**src/rtl/jtag_master.sv**
```systemverilog
// Host-side JTAG driver: walks the TAP through reset, IR/DR scans and idle cycles,
// generating TCK/TMS/TDI from a clock divider and returning right-aligned TDO data.
module jtag_master #(
    parameter int CLK_DIV = 2,
    parameter int MAX_LEN = 64
) (
    input  logic               clk_i,
    input  logic               ntrst_i,
    input  logic               cmd_valid_i,
    output logic               cmd_ready_o,
    input  logic [1:0]         cmd_type_i,
    input  logic [6:0]         cmd_len_i,
    input  logic [MAX_LEN-1:0] cmd_data_i,
    output logic               rsp_valid_o,
    input  logic               rsp_ready_i,
    output logic [MAX_LEN-1:0] rsp_data_o,
    output logic               tck_o,
    output logic               tms_o,
    output logic               tdi_o,
    input  logic               tdo_i,
    output logic               busy_o
);

    localparam int DW = (CLK_DIV > 1) ? $clog2(CLK_DIV) : 1;
    localparam logic [DW-1:0] DIV_LAST = DW'(CLK_DIV - 1);
    localparam logic [6:0] LEN_MAX = 7'(MAX_LEN);
    localparam logic [1:0] TYPE_RST = 2'b00;
    localparam logic [1:0] TYPE_IR = 2'b01;
    localparam logic [1:0] TYPE_IDLE = 2'b11;

    typedef enum logic [2:0] {INIT, IDLE, RST_SEQ, HDR, SHIFT, TAIL, RUNIDLE, RESP} state_e;

    state_e             state_q, state_d;
    logic [1:0]         type_q, type_d;
    logic [6:0]         len_q, len_d;
    logic [6:0]         bit_cnt_q, bit_cnt_d;
    logic [MAX_LEN-1:0] data_q, data_d;
    logic [MAX_LEN-1:0] sr_q, sr_d;
    logic [MAX_LEN-1:0] rsp_data_q, rsp_data_d;
    logic               rsp_valid_q, rsp_valid_d;
    logic               cmd_ready_q, cmd_ready_d;
    logic               busy_q, busy_d;
    logic               active_q, active_d;
    logic               phase_q, phase_d;
    logic [DW-1:0]      div_q, div_d;
    logic               tck_q, tck_d;
    logic               tms_q, tms_d;
    logic               tdi_q, tdi_d;
    logic               tdo_q, tdo_d;

    logic               bit_end, next_bit, issue, issue_tms, issue_tdi;
    logic [6:0]         hdr_len, cmd_len_clamped;

    always_comb begin
        state_d    = state_q;
        type_d     = type_q;
        len_d      = len_q;
        bit_cnt_d  = bit_cnt_q;
        data_d     = data_q;
        sr_d       = sr_q;
        rsp_data_d = rsp_data_q;
        active_d   = active_q;
        phase_d    = phase_q;
        div_d      = div_q;
        tck_d      = tck_q;
        tms_d      = tms_q;
        tdi_d      = tdi_q;
        tdo_d      = tdo_q;
        issue      = 1'b0;
        issue_tms  = 1'b0;
        issue_tdi  = 1'b0;
        hdr_len    = (type_q == TYPE_IR) ? 7'd4 : 7'd3;
        cmd_len_clamped = (cmd_len_i > LEN_MAX) ? LEN_MAX : cmd_len_i;

        bit_end  = active_q && phase_q && (div_q == DIV_LAST);
        next_bit = !active_q || bit_end;

        // TCK engine: low half, sample TDO on the rising edge, end bit on the falling edge
        if (active_q) begin
            if (div_q == DIV_LAST) begin
                div_d = '0;
                if (!phase_q) begin
                    phase_d = 1'b1;
                    tck_d   = 1'b1;
                    tdo_d   = tdo_i;
                end else begin
                    phase_d  = 1'b0;
                    tck_d    = 1'b0;
                    active_d = 1'b0;
                end
            end else begin
                div_d = div_q + 1'b1;
            end
        end

        if (bit_end && state_q == SHIFT) begin
            sr_d = {tdo_q, sr_q[MAX_LEN-1:1]};
        end

        case (state_q)
            INIT, RST_SEQ: begin
                if (next_bit) begin
                    if (bit_cnt_q < 7'd6) begin
                        issue     = 1'b1;
                        issue_tms = (bit_cnt_q < 7'd5);
                        bit_cnt_d = bit_cnt_q + 7'd1;
                    end else if (!active_q) begin
                        state_d    = (state_q == INIT) ? IDLE : RESP;
                        rsp_data_d = '0;
                        bit_cnt_d  = '0;
                    end
                end
            end
            IDLE: begin
                if (cmd_valid_i && cmd_ready_q) begin
                    type_d    = cmd_type_i;
                    len_d     = cmd_len_clamped;
                    data_d    = cmd_data_i;
                    sr_d      = '0;
                    bit_cnt_d = '0;
                    if (cmd_type_i == TYPE_RST) begin
                        state_d = RST_SEQ;
                    end else if (cmd_len_clamped == 7'd0) begin
                        state_d    = RESP;
                        rsp_data_d = '0;
                    end else if (cmd_type_i == TYPE_IDLE) begin
                        state_d = RUNIDLE;
                    end else begin
                        state_d = HDR;
                    end
                end
            end
            HDR: begin
                if (next_bit) begin
                    issue = 1'b1;
                    if (bit_cnt_q < hdr_len) begin
                        issue_tms = (bit_cnt_q == 7'd0) || (type_q == TYPE_IR && bit_cnt_q == 7'd1);
                        bit_cnt_d = bit_cnt_q + 7'd1;
                    end else begin
                        // First data bit follows the header with no gap in TCK
                        state_d   = SHIFT;
                        issue_tms = (len_q == 7'd1);
                        issue_tdi = data_q[0];
                        data_d    = data_q >> 1;
                        bit_cnt_d = 7'd1;
                    end
                end
            end
            SHIFT: begin
                if (next_bit) begin
                    issue = 1'b1;
                    if (bit_cnt_q < len_q) begin
                        issue_tms = (bit_cnt_q == len_q - 7'd1);
                        issue_tdi = data_q[0];
                        data_d    = data_q >> 1;
                        bit_cnt_d = bit_cnt_q + 7'd1;
                    end else begin
                        state_d   = TAIL;
                        issue_tms = 1'b1;
                        bit_cnt_d = 7'd1;
                    end
                end
            end
            TAIL: begin
                if (next_bit) begin
                    if (bit_cnt_q < 7'd2) begin
                        issue     = 1'b1;
                        issue_tms = (bit_cnt_q == 7'd0);
                        bit_cnt_d = bit_cnt_q + 7'd1;
                    end else if (!active_q) begin
                        state_d    = RESP;
                        rsp_data_d = sr_q >> (LEN_MAX - len_q);
                        bit_cnt_d  = '0;
                    end
                end
            end
            RUNIDLE: begin
                if (next_bit) begin
                    if (bit_cnt_q < len_q) begin
                        issue     = 1'b1;
                        bit_cnt_d = bit_cnt_q + 7'd1;
                    end else if (!active_q) begin
                        state_d    = RESP;
                        rsp_data_d = '0;
                        bit_cnt_d  = '0;
                    end
                end
            end
            RESP: begin
                if (rsp_ready_i) begin
                    state_d = IDLE;
                end
            end
            default: state_d = INIT;
        endcase

        if (issue) begin
            active_d = 1'b1;
            div_d    = '0;
            phase_d  = 1'b0;
            tck_d    = 1'b0;
            tms_d    = issue_tms;
            tdi_d    = issue_tdi;
        end

        cmd_ready_d = (state_d == IDLE);
        rsp_valid_d = (state_d == RESP);
        busy_d      = (state_d != IDLE);
    end

    // Reset leaves the first INIT bit (TMS=1) already in progress
    always_ff @(posedge clk_i or negedge ntrst_i) begin
        if (!ntrst_i) begin
            state_q     <= INIT;
            type_q      <= '0;
            len_q       <= '0;
            bit_cnt_q   <= 7'd1;
            data_q      <= '0;
            sr_q        <= '0;
            rsp_data_q  <= '0;
            rsp_valid_q <= 1'b0;
            cmd_ready_q <= 1'b0;
            busy_q      <= 1'b1;
            active_q    <= 1'b1;
            phase_q     <= 1'b0;
            div_q       <= '0;
            tck_q       <= 1'b0;
            tms_q       <= 1'b1;
            tdi_q       <= 1'b0;
            tdo_q       <= 1'b0;
        end else begin
            state_q     <= state_d;
            type_q      <= type_d;
            len_q       <= len_d;
            bit_cnt_q   <= bit_cnt_d;
            data_q      <= data_d;
            sr_q        <= sr_d;
            rsp_data_q  <= rsp_data_d;
            rsp_valid_q <= rsp_valid_d;
            cmd_ready_q <= cmd_ready_d;
            busy_q      <= busy_d;
            active_q    <= active_d;
            phase_q     <= phase_d;
            div_q       <= div_d;
            tck_q       <= tck_d;
            tms_q       <= tms_d;
            tdi_q       <= tdi_d;
            tdo_q       <= tdo_d;
        end
    end

    assign cmd_ready_o = cmd_ready_q;
    assign rsp_valid_o = rsp_valid_q;
    assign rsp_data_o  = rsp_data_q;
    assign busy_o      = busy_q;
    assign tck_o       = tck_q;
    assign tms_o       = tms_q;
    assign tdi_o       = tdi_q;

endmodule
```
**config.mk**
```make
export PLATFORM = sky130hd
export DESIGN_NAME = jtag_master
export DESIGN_NICKNAME = d
export VERILOG_FILES = /design/src/rtl/jtag_master.sv
export SDC_FILE = /design/constraint.sdc
export NUM_CORES = 1
export LEC_CHECK = 0
export ABC_CLOCK_PERIOD_IN_PS = 8830
export CORE_AREA = 4 4 159 161
export CTS_CLUSTER_DIAMETER = 120
export CTS_CLUSTER_SIZE = 40
export DETAILED_ROUTE_END_ITERATION = 8
export DIE_AREA = 0 0 163 165
export PLACE_DENSITY = 0.94
export SLEW_MARGIN = 20
export SYNTH_ARGS = -nofsm -noshare
export SYNTH_HDL_FRONTEND = slang
export SYNTH_SLANG_ARGS = --single-unit
```
**constraint.sdc**
```tcl
create_clock -name clk_i -period 8.83 [get_ports clk_i]
set_input_delay 1.766 -clock clk_i [delete_from_list [all_inputs] [get_ports clk_i]]
set_output_delay 1.766 -clock clk_i [all_outputs]
set_load 0.02 [all_outputs]
```
==> flow_metrics.tcl, run 1 <==
set metrics [dict create \
    status "complete, no violations" \
    use_met3_pct 6.489 \
    endpoint_kind "register" \
    root_buffer "clkbuf_16" \
    grt_pass1_vias 12176 \
    area_growth_pct 13.12 \
    coreArea_um2 23960 \
    place.detailed.hpwl_um 29590 \
    ios 148 \
    finalNetCount 1616 \
    avgSynthCellArea_um2 9.637 \
    avgRoutedWirePerCell_um 22.39 \
    cts.path.max_buffers 3 \
    synth.most_common_cell "nand2_1" \
    peakVddDrop_mv 0.1244 \
    die_w_um 163 \
    worstSetupStartpointType "register" \
    cp_max_fo 75 \
    synth_common_cells "nand2_1, dfrtp_1, mux2i_1, o21ai_0, a21oi_1" \
    yosysTopAreaCell "dfrtp_1" \
    power_density_nw_per_um2 102.3 \
    dieHeight_um 165 \
    remaining_drc_errors 0 \
    rows 57 \
    rsz0062_at_grt "no" \
    ctsResizeCount 0 \
    cpMostUsedCell "mux2i_1" \
    fin_crit_sh_pct 55.01 \
    port_buffers 147 \
    hold_path.class "register to register" \
    insertion_delay_ps 500 \
    netlist_top_cells_area "dfrtp_1, mux2i_1, mux4_2, nand2_1, o21ai_0" \
    arrival_ps 5240 \
    multi_input_area_um2 8125 \
    cp_top_family "buffers and inverters" \
    path_cells "clkinv_2, ha_2, buf_4, mux4_2, mux2i_1, mux2i_1, a221oi_1, o31ai_1" \
    tritoncts "done" \
    die_area_um2 26900 \
    fin_ws_ps 3973 \
    maxCapViolations 0 \
    clkTransAtPathRegs_ps 150 \
    fill_cells 1829 \
    dp_slack_ps 4010 \
    synth-main-ff-cell "dfrtp_1" \
    crit_required_ps 9210 \
    place_inst 1837 \
    ant_nets 0 \
    cts_buffers 9 \
    finClkSkew_ps 28.37 \
    met1_usage_pct 40.75 \
    finalHoldViolCount 0 \
    synth-edff-count 0 \
    path_class "register to register" \
    grt_max_degree 129 \
    fmax_mhz 205.9 \
    stdcell_count 1849 \
    post-cts-setup-buffers 0 \
    cts.sinks 220 \
    grtUsageMet2_pct 48.42 \
    synth_top_area_share_pct 38.21 \
    antenna_found_initial 0 \
    drt_iter0_markers 1860 \
    ff_latch_area_um2 5514 \
    grt.busiest_layer "met2" \
    drive_gt1_share_pct 10.89 \
    tns_ps 0 \
    power_mw 1.637 \
    synthesis.nets 1560 \
    critPathBufInv 2 \
    ys_seq_area_share_pct 38.95 \
    viasPerCell 6.794 \
    fin_crit_ps 4857 \
    yosysWarnings 0 \
    finalSetupViolations 0 \
    hold_buffers 0 \
    final-max-slew-violation-count 0 \
    gr-total-overflow 0 \
    grt_pass1_wl_um 66360 \
    synthArstFlopShare_pct 100.0 \
    ys_seq_elements 220 \
    synthCells 1468 \
    gp_congestion 1.071 \
    tightest_slew_ps 1082 \
    cp_slowest_cell "dfrtp_4" \
    drt-total-wl_um 41400 \
    detailroute.via_count 12563 \
    start_util_pct 59.04 \
    grt.total_usage_pct 30.52 \
    slowest_delay_ps 1100 \
    htreeDepth 1 \
    syn_area_um2 14150 \
    first_pass_iters 6 \
    synth.distinct_cells 75 \
    holdWs_ps 494.1 \
    p_leak_nw 6.628 \
    slew_headroom_pct 27.84 \
]
==> where the power goes <==
group / internal (mW) / switching [mW]
sequential: 1.01 / 0.00702
combinational: 0.0408 / 0.0379
clock: 0.221 / 0.319
==> worst register-to-register path, stage by stage, from the launching register on <==
cell	delay, ps
dfrtp_4	1100
clkinv_2	660
ha_2	530
buf_4	690
mux4_2	510
mux2i_1	340
mux2i_1	220
a221oi_1	530
o31ai_1	160
==> flip-flops by register name, indices dropped and copies added (netlist names) <==
register	cells
state_q	3
div_q	1
rsp_data_o	64
tdo_q	1
sr_q	64
rsp_valid_o	1
type_q	2
data_q	64
cmd_ready_o	1
bit_cnt_q	7
busy_o	1
active_q	1
tdi_o	1
len_q	7
tck_o	1
tms_o	1
==> layout make-up <==
cell class                 instances  share of cell area, %
multi-input combinational       1111                  50.77
sequential                       220                  34.46
timing repair buffer             167                  10.16
tap                              324                  2.533
clock buffer                       9                  1.407
inverter                          15                 0.3597
clock inverter                     2                 0.2893
antenna                            1                0.01564
==> path summary, 6_finish.rpt <==
path | from | endpoint | slack, ps | cells after the start
min in group asynchronous | ntrst_i | rsp_data_o[34] | 1260 | 1
worst min register to register | data_q[1] | data_q[1] | 490 | 2
worst max-delay path | len_q[0] | rsp_data_o[4] | 3970 | 8
worst min-delay path | data_q[1] | data_q[1] | 490 | 2
worst max register to register | len_q[0] | rsp_data_o[4] | 3970 | 8
max in group asynchronous | ntrst_i | len_q[0] | 6200 | 2
==> routing by layer <==
metal,share of wire [%],vias to the layer above
li1,-,5489
met1,37,6041
met4,5.4,0
met5,0,-
met3,11,196
met2,46,837
==> logic make-up (layout without fill, tap and decap cells) <==
logic type / Yosys count / count (layout) / synth area share, %
AOI/OAI and AO/OA: 374 / 374 / 16.80
muxes: 246 / 246 / 23.37
other: 0 / 1 / 0
buffers and inverters: 137 / 193 / 4.236
and+or+nand+nor: 465 / 465 / 14.50
adders and majority gates: 14 / 14 / 1.238
xor gates and xnor gates: 12 / 12 / 0.8932
DFF: 220 / 220 / 38.95
==> metrics by stage <==
step | util, % | instance area (um2)
2_1_floorplan | - | 14150
3_3_place_gp | 65.63 | 15730
3_5_place_dp | 65.63 | 15730
4_1_cts | 66.77 | 16000
5_1_grt | 66.77 | 16000
6_report | 66.78 | 16000
==> cell usage in the layout (no fill, tap or decap), types with 6 or more instances in the layout <==
master and instances:
mux4_2 64, a211o_1 8, a221o_1 14, nor2_1 35, or3_1 6, a21oi_1 113
a221oi_1 10, nand2b_1 9, buf_4 20, mux2_2 35, nand2_1 315, o31ai_1 7
o211ai_1 12, nor4_1 8, nand3_1 24, a22o_1 15, mux2i_1 147, a32o_1 16
ha_1 13, nor3_1 18, o21ai_0 126, a31oi_1 6, clkdlybuf4s50_1 146, clkbuf_16 9
inv_1 14, nand3b_1 10, and3_1 6, dfrtp_1 215
Power figures use the tool's default switching activity.
==> run 2, diff against run 1 <==
Settings changed: ABC_CLOCK_PERIOD_IN_PS 8830 to 4900, CORE_AREA 4 4 159 161 to 4 4 162 164, DIE_AREA 0 0 163 165 to 0 0 166 168, PLACE_DENSITY 0.94 to 0.91.
Clock period 8.83 ns to 4.9 ns, I/O delays scaled along.
==> run 2 against run 1 <==
Clock skew grew 12 ps. Cell area grew 0.20%. Flip-flop and latch count is the same. Fmax grew 21%. Non-clock buffer count grew 4. Clock-buffer cell count grew 2. Combinational power grew 80%. Critical endpoint is now rsp_data_o[0]. Largest cell class unchanged.
==> flow_metrics.tcl, run 2 (synthesis gave the netlist of run 1 again) <==
set metrics [dict create \
    status "complete, no violations" \
    grt.total_usage_pct 28.40 \
    p_sw_mw 0.6499 \
    finalHoldViolCount 0 \
    antennaDiodeCount 0 \
    holdWs_ps 383.9 \
    cp_top_family "multiplexers" \
    htreeDepth 1 \
    port_buffers 147 \
    cp_max_fo 36 \
    tritoncts "done" \
    tns_ps 0 \
    rsz0062_at_grt "no" \
    dieHeight_um 168 \
    viasPerCell 6.664 \
    fin_crit_sh_pct 82.01 \
    place.detailed.hpwl_um 29660 \
    detailroute.via_count 12395 \
    path_class "register to register" \
    cpMostUsedCell "mux4_2" \
    grt_pass1_wl_um 65390 \
    start_util_pct 56.84 \
    hold_buffers 0 \
    r2r_setup_slack_ps 880 \
    ctsResizeCount 0 \
    drt_iter0_markers 1900 \
    gp_congestion 1.026 \
    seq_power_share_pct 63.2 \
    die_w_um 166 \
    final-max-slew-violation-count 0 \
    switching_share_pct 22.41 \
    drt-total-wl_um 40880 \
    grt_max_degree 129 \
    insertion_delay_ps 500 \
    finClkSkew_ps 40.25 \
    dp_slack_ps 904.3 \
    drive_gt1_share_pct 11.11 \
    power_density_nw_per_um2 180.9 \
    final_common_cell "nand2_1" \
    final_cell_mix "nand2_1, dfrtp_1, mux2i_1" \
    post-cts-setup-buffers 0 \
    maxCapViolations 0 \
    antenna_found_initial 0 \
    p_clk_share_pct 31.9 \
    fmax_mhz 248.8 \
    cts_buffers 9 \
    clkTransAtPathRegs_ps 150 \
    finalNetCount 1620 \
    cts.sinks 220 \
    avgRoutedWirePerCell_um 21.98 \
    die_area_um2 27890 \
    path_cells "clkinv_2, ha_2, buf_4, mux4_2, mux2_2, mux4_2, nand2b_1, a32o_1" \
    p_leak_nw 6.640 \
    critPathBufInv 2 \
    tightest_slew_ps 1037 \
    pwr-share-comb_pct 4.9 \
    worstSetupStartpointType "register" \
    cts.path.max_buffers 3 \
    grt_pass1_vias 11617 \
    hold_path.class "input port to asynchronous set/reset pin" \
    gr-total-overflow 0 \
    rows 58 \
    slowest_delay_ps 970 \
    area_growth_pct 13.35 \
    fin_crit_ps 4019 \
    endpoint_kind "register" \
    remaining_drc_errors 0 \
    peakVddDrop_mv 0.2232 \
    finalSetupViolations 0 \
    ios 148 \
    cp_slowest_cell "ha_2" \
    root_buffer "clkbuf_16" \
    p_int_mw 2.250 \
    arrival_ps 4420 \
    first_pass_iters 7 \
    ant_nets 0 \
    fin_ws_ps 881.4 \
    crit_required_ps 5310 \
    coreArea_um2 24890 \
    fill_cells 1926 \
    slew_headroom_pct 29.11 \
]
## run 2: cell count changes in the layout (fill, tap and decap cells not counted)
cell       before  now
clkinv_4        0    1
a2111oi_0       0    1
a2111oi_1       1    0
bufinv_16       1    0
buf_12          0    1
diode_2         1    0
buf_4          20   23
clkbuf_1        0    2
## run 2: area by class of cell
type | instances | area, um2 | area share [%]
clock buffer | 11 | 232.7 | 1.451
clock inverter | 2 | 25.02 | 0.1561
inverter | 15 | 57.56 | 0.3589
multi-input combinational | 1111 | 8124 | 50.66
sequential | 220 | 5514 | 34.39
tap | 330 | 412.9 | 2.575
timing repair buffer | 171 | 1669 | 10.41
## run 2: worst paths after layout
check	start	end	cells after the start
worst max-delay path	len_q[0]	rsp_data_o[0]	8
worst min-delay path	ntrst_i	rsp_data_o[62]	1
worst max register to register	len_q[0]	rsp_data_o[0]	8
worst min register to register	data_q[45]	data_q[45]	2
max in group asynchronous	ntrst_i	data_q[14]	2
min in group clk_i	data_q[45]	data_q[45]	2
## run 2: power groups by stage
stage	Combinational [mW]	Clock, mW	Sequential [mW]
2_1_floorplan	0.0296	0	1.86
3_3_place_gp	0.140	0	1.87
3_5_place_dp	0.143	0	1.87
4_1_cts	0.144	0.943	1.83
5_1_grt	0.155	1.00	1.83
6_report	0.142	0.926	1.83
## run 2: layer usage
metal / global-route usage, % / share of wire, % / up-vias
met2: 43.57 / 45 / 756
met3: 6.598 / 11 / 121
met5: 0 / 0 / -
li1: - / - / 5505
met4: 9.362 / 3.8 / 0
met1: 40.38 / 41 / 6013
## run 2: per-stage QoR
step	cell area [um2]	power (mW)	utilization, %	std cells
4_1_cts	16040	2.918	64.42	1860
6_report	16040	2.900	64.42	1860
2_1_floorplan	14150	1.891	-	1468
3_3_place_gp	15780	2.005	63.39	1847
5_1_grt	16040	2.989	64.42	1860
3_5_place_dp	15780	2.008	63.39	1847
==> run 3, diff against run 2 <==
Settings changed: ABC_CLOCK_PERIOD_IN_PS 4900 to 4000.
Clock period 4.9 ns to 4 ns, I/O delays scaled along.
==> run 3 against run 2 <==
Critical path depth is 1 higher. Clock skew is 24 ps lower. Cell area is 0.93% higher. Highest routed layer unchanged. Sequential power is 22% higher. Clock power is 24% higher. Critical path type unchanged. Worst hold slack worse by 110 ps. Core utilization is 0.60 points higher. Clock-buffer cell count is 1 lower. Largest power group unchanged. Die area stayed put. Fmax is 17% higher. Setup slack worse by 310 ps. Critical endpoint is now rsp_data_o[49].
==> flow_metrics.tcl, run 3 (synthesis gave the netlist of run 1 again) <==
set metrics [dict create \
    p_leak_nw 6.720 \
    clkTransAtPathRegs_ps 140 \
    final_common_cell "nand2_1" \
    gr-total-overflow 0 \
    cts.sinks 220 \
    power_mw 3.566 \
    remaining_drc_errors 0 \
    peakVddDrop_mv 0.3363 \
    ant_nets 0 \
    ff_latch_area_um2 5514 \
    drt_iter0_markers 1637 \
    first_pass_iters 6 \
    ios 148 \
    rows 58 \
    grt.busiest_layer "met2" \
    grt.total_usage_pct 27.42 \
    viasPerCell 6.580 \
    endpoint_kind "register" \
    power_density_nw_per_um2 220.4 \
    grt_pass1_vias 11534 \
    drive_gt1_share_pct 11.65 \
    fin_crit_ps 3432 \
    grt_max_degree 88 \
    fmax_mhz 291.4 \
    htreeDepth 1 \
    cts_buffers 9 \
    status "complete, no violations" \
    hold_buffers 0 \
    cp_max_fo 67 \
    dieHeight_um 168 \
    antenna_found_initial 0 \
    slew_headroom_pct 34.03 \
    antennaDiodeCount 0 \
    hold_path.class "input port to asynchronous set/reset pin" \
    cts.path.max_buffers 3 \
    path_class "register to register" \
    final_cell_mix "nand2_1, dfrtp_1, mux2i_1" \
    finalNetCount 1628 \
    fill_cells 1890 \
    tns_ps 0 \
    fin_crit_sh_pct 85.80 \
    finClkSkew_ps 16.14 \
    port_buffers 147 \
    insertion_delay_ps 500 \
    worstSetupStartpointType "register" \
    arrival_ps 3820 \
    final-max-slew-violation-count 0 \
    holdWs_ps 277.3 \
    ctsResizeCount 0 \
    tightest_slew_ps 964.6 \
    tritoncts "done" \
    coreArea_um2 24890 \
    maxCapViolations 0 \
    die_w_um 166 \
    area_growth_pct 14.40 \
    multi_input_area_um2 8124 \
    post-cts-setup-buffers 0 \
    finalSetupViolations 0 \
    root_buffer "clkbuf_16" \
    start_util_pct 56.84 \
    drt-total-wl_um 39530 \
    use_met3_pct 5.753 \
    gp_congestion 1.003 \
    met1_usage_pct 39.74 \
    detailroute.via_count 12284 \
    rsz0062_at_grt "no" \
    grt_pass1_wl_um 63540 \
    finalHoldViolCount 0 \
    place.detailed.hpwl_um 29420 \
    grtUsageMet2_pct 42.77 \
    crit_required_ps 4390 \
    die_area_um2 27890 \
    avgRoutedWirePerCell_um 21.17 \
]
run 3: changes by cell type in the layout (fill, tap and decap cells not counted), sizes merged:
| cell | change |
|---|---|
| inv | +1 |
| clkinv | -1 |
| buf | +8 |
| clkbuf | -1 |
run 3: area by class of cell:
type / instances / area share, %
clock buffer: 10 / 1.477
timing repair buffer: 179 / 11.23
sequential: 220 / 34.07
multi-input combinational: 1111 / 50.20
tap: 330 / 2.551
clock inverter: 2 / 0.1237
inverter: 15 / 0.3556
run 3: path summary, 6_finish.rpt:
check                               start              to  slack (ps)  cells after the start
max                              len_q[2]  rsp_data_o[49]         570                      9
min                               ntrst_i  rsp_data_o[33]         280                      1
max reg2reg                      len_q[2]  rsp_data_o[49]         570                      9
min reg2reg                rsp_data_o[44]  rsp_data_o[44]         500                      1
max in group asynchronous         ntrst_i        active_q        2850                      2
min in group clk_i         rsp_data_o[44]  rsp_data_o[44]         500                      1
run 3: per-stage QoR:
stage | setup slack [ps] | area [um2] | instances | util (%)
6_report | 568.2 | 16180 | 1867 | 65.02
5_1_grt | 365.6 | 16180 | 1867 | 65.02
4_1_cts | 640.5 | 16180 | 1867 | 65.02
3_5_place_dp | 514.9 | 15930 | 1855 | 63.98
3_3_place_gp | 669.0 | 15930 | 1855 | 63.98
2_1_floorplan | 240.1 | 14150 | 1468 | -
run 3: power by group:
group	switching (mW)	internal (mW)	total, mW
Combinational	0.0845	0.0929	0.177
Sequential	0.0113	2.23	2.24
Clock	0.702	0.445	1.15
Total	0.798	2.77	3.57
run 3: per-layer routing:
metal  up-vias  wire [um]
met2       657      18200
li1       5521          -
met1      6028      16380
met5         -          0
met4         0       1032
met3        78       3908
run 3: critical path, cell delays in order (launching register included):
cell     delay, ps
dfrtp_1        720
inv_1          170
ha_1           350
a21oi_1        160
a21oi_1        200
or3_1          570
nand3_2        110
buf_4          540
nor2_1         240
a22o_1         250
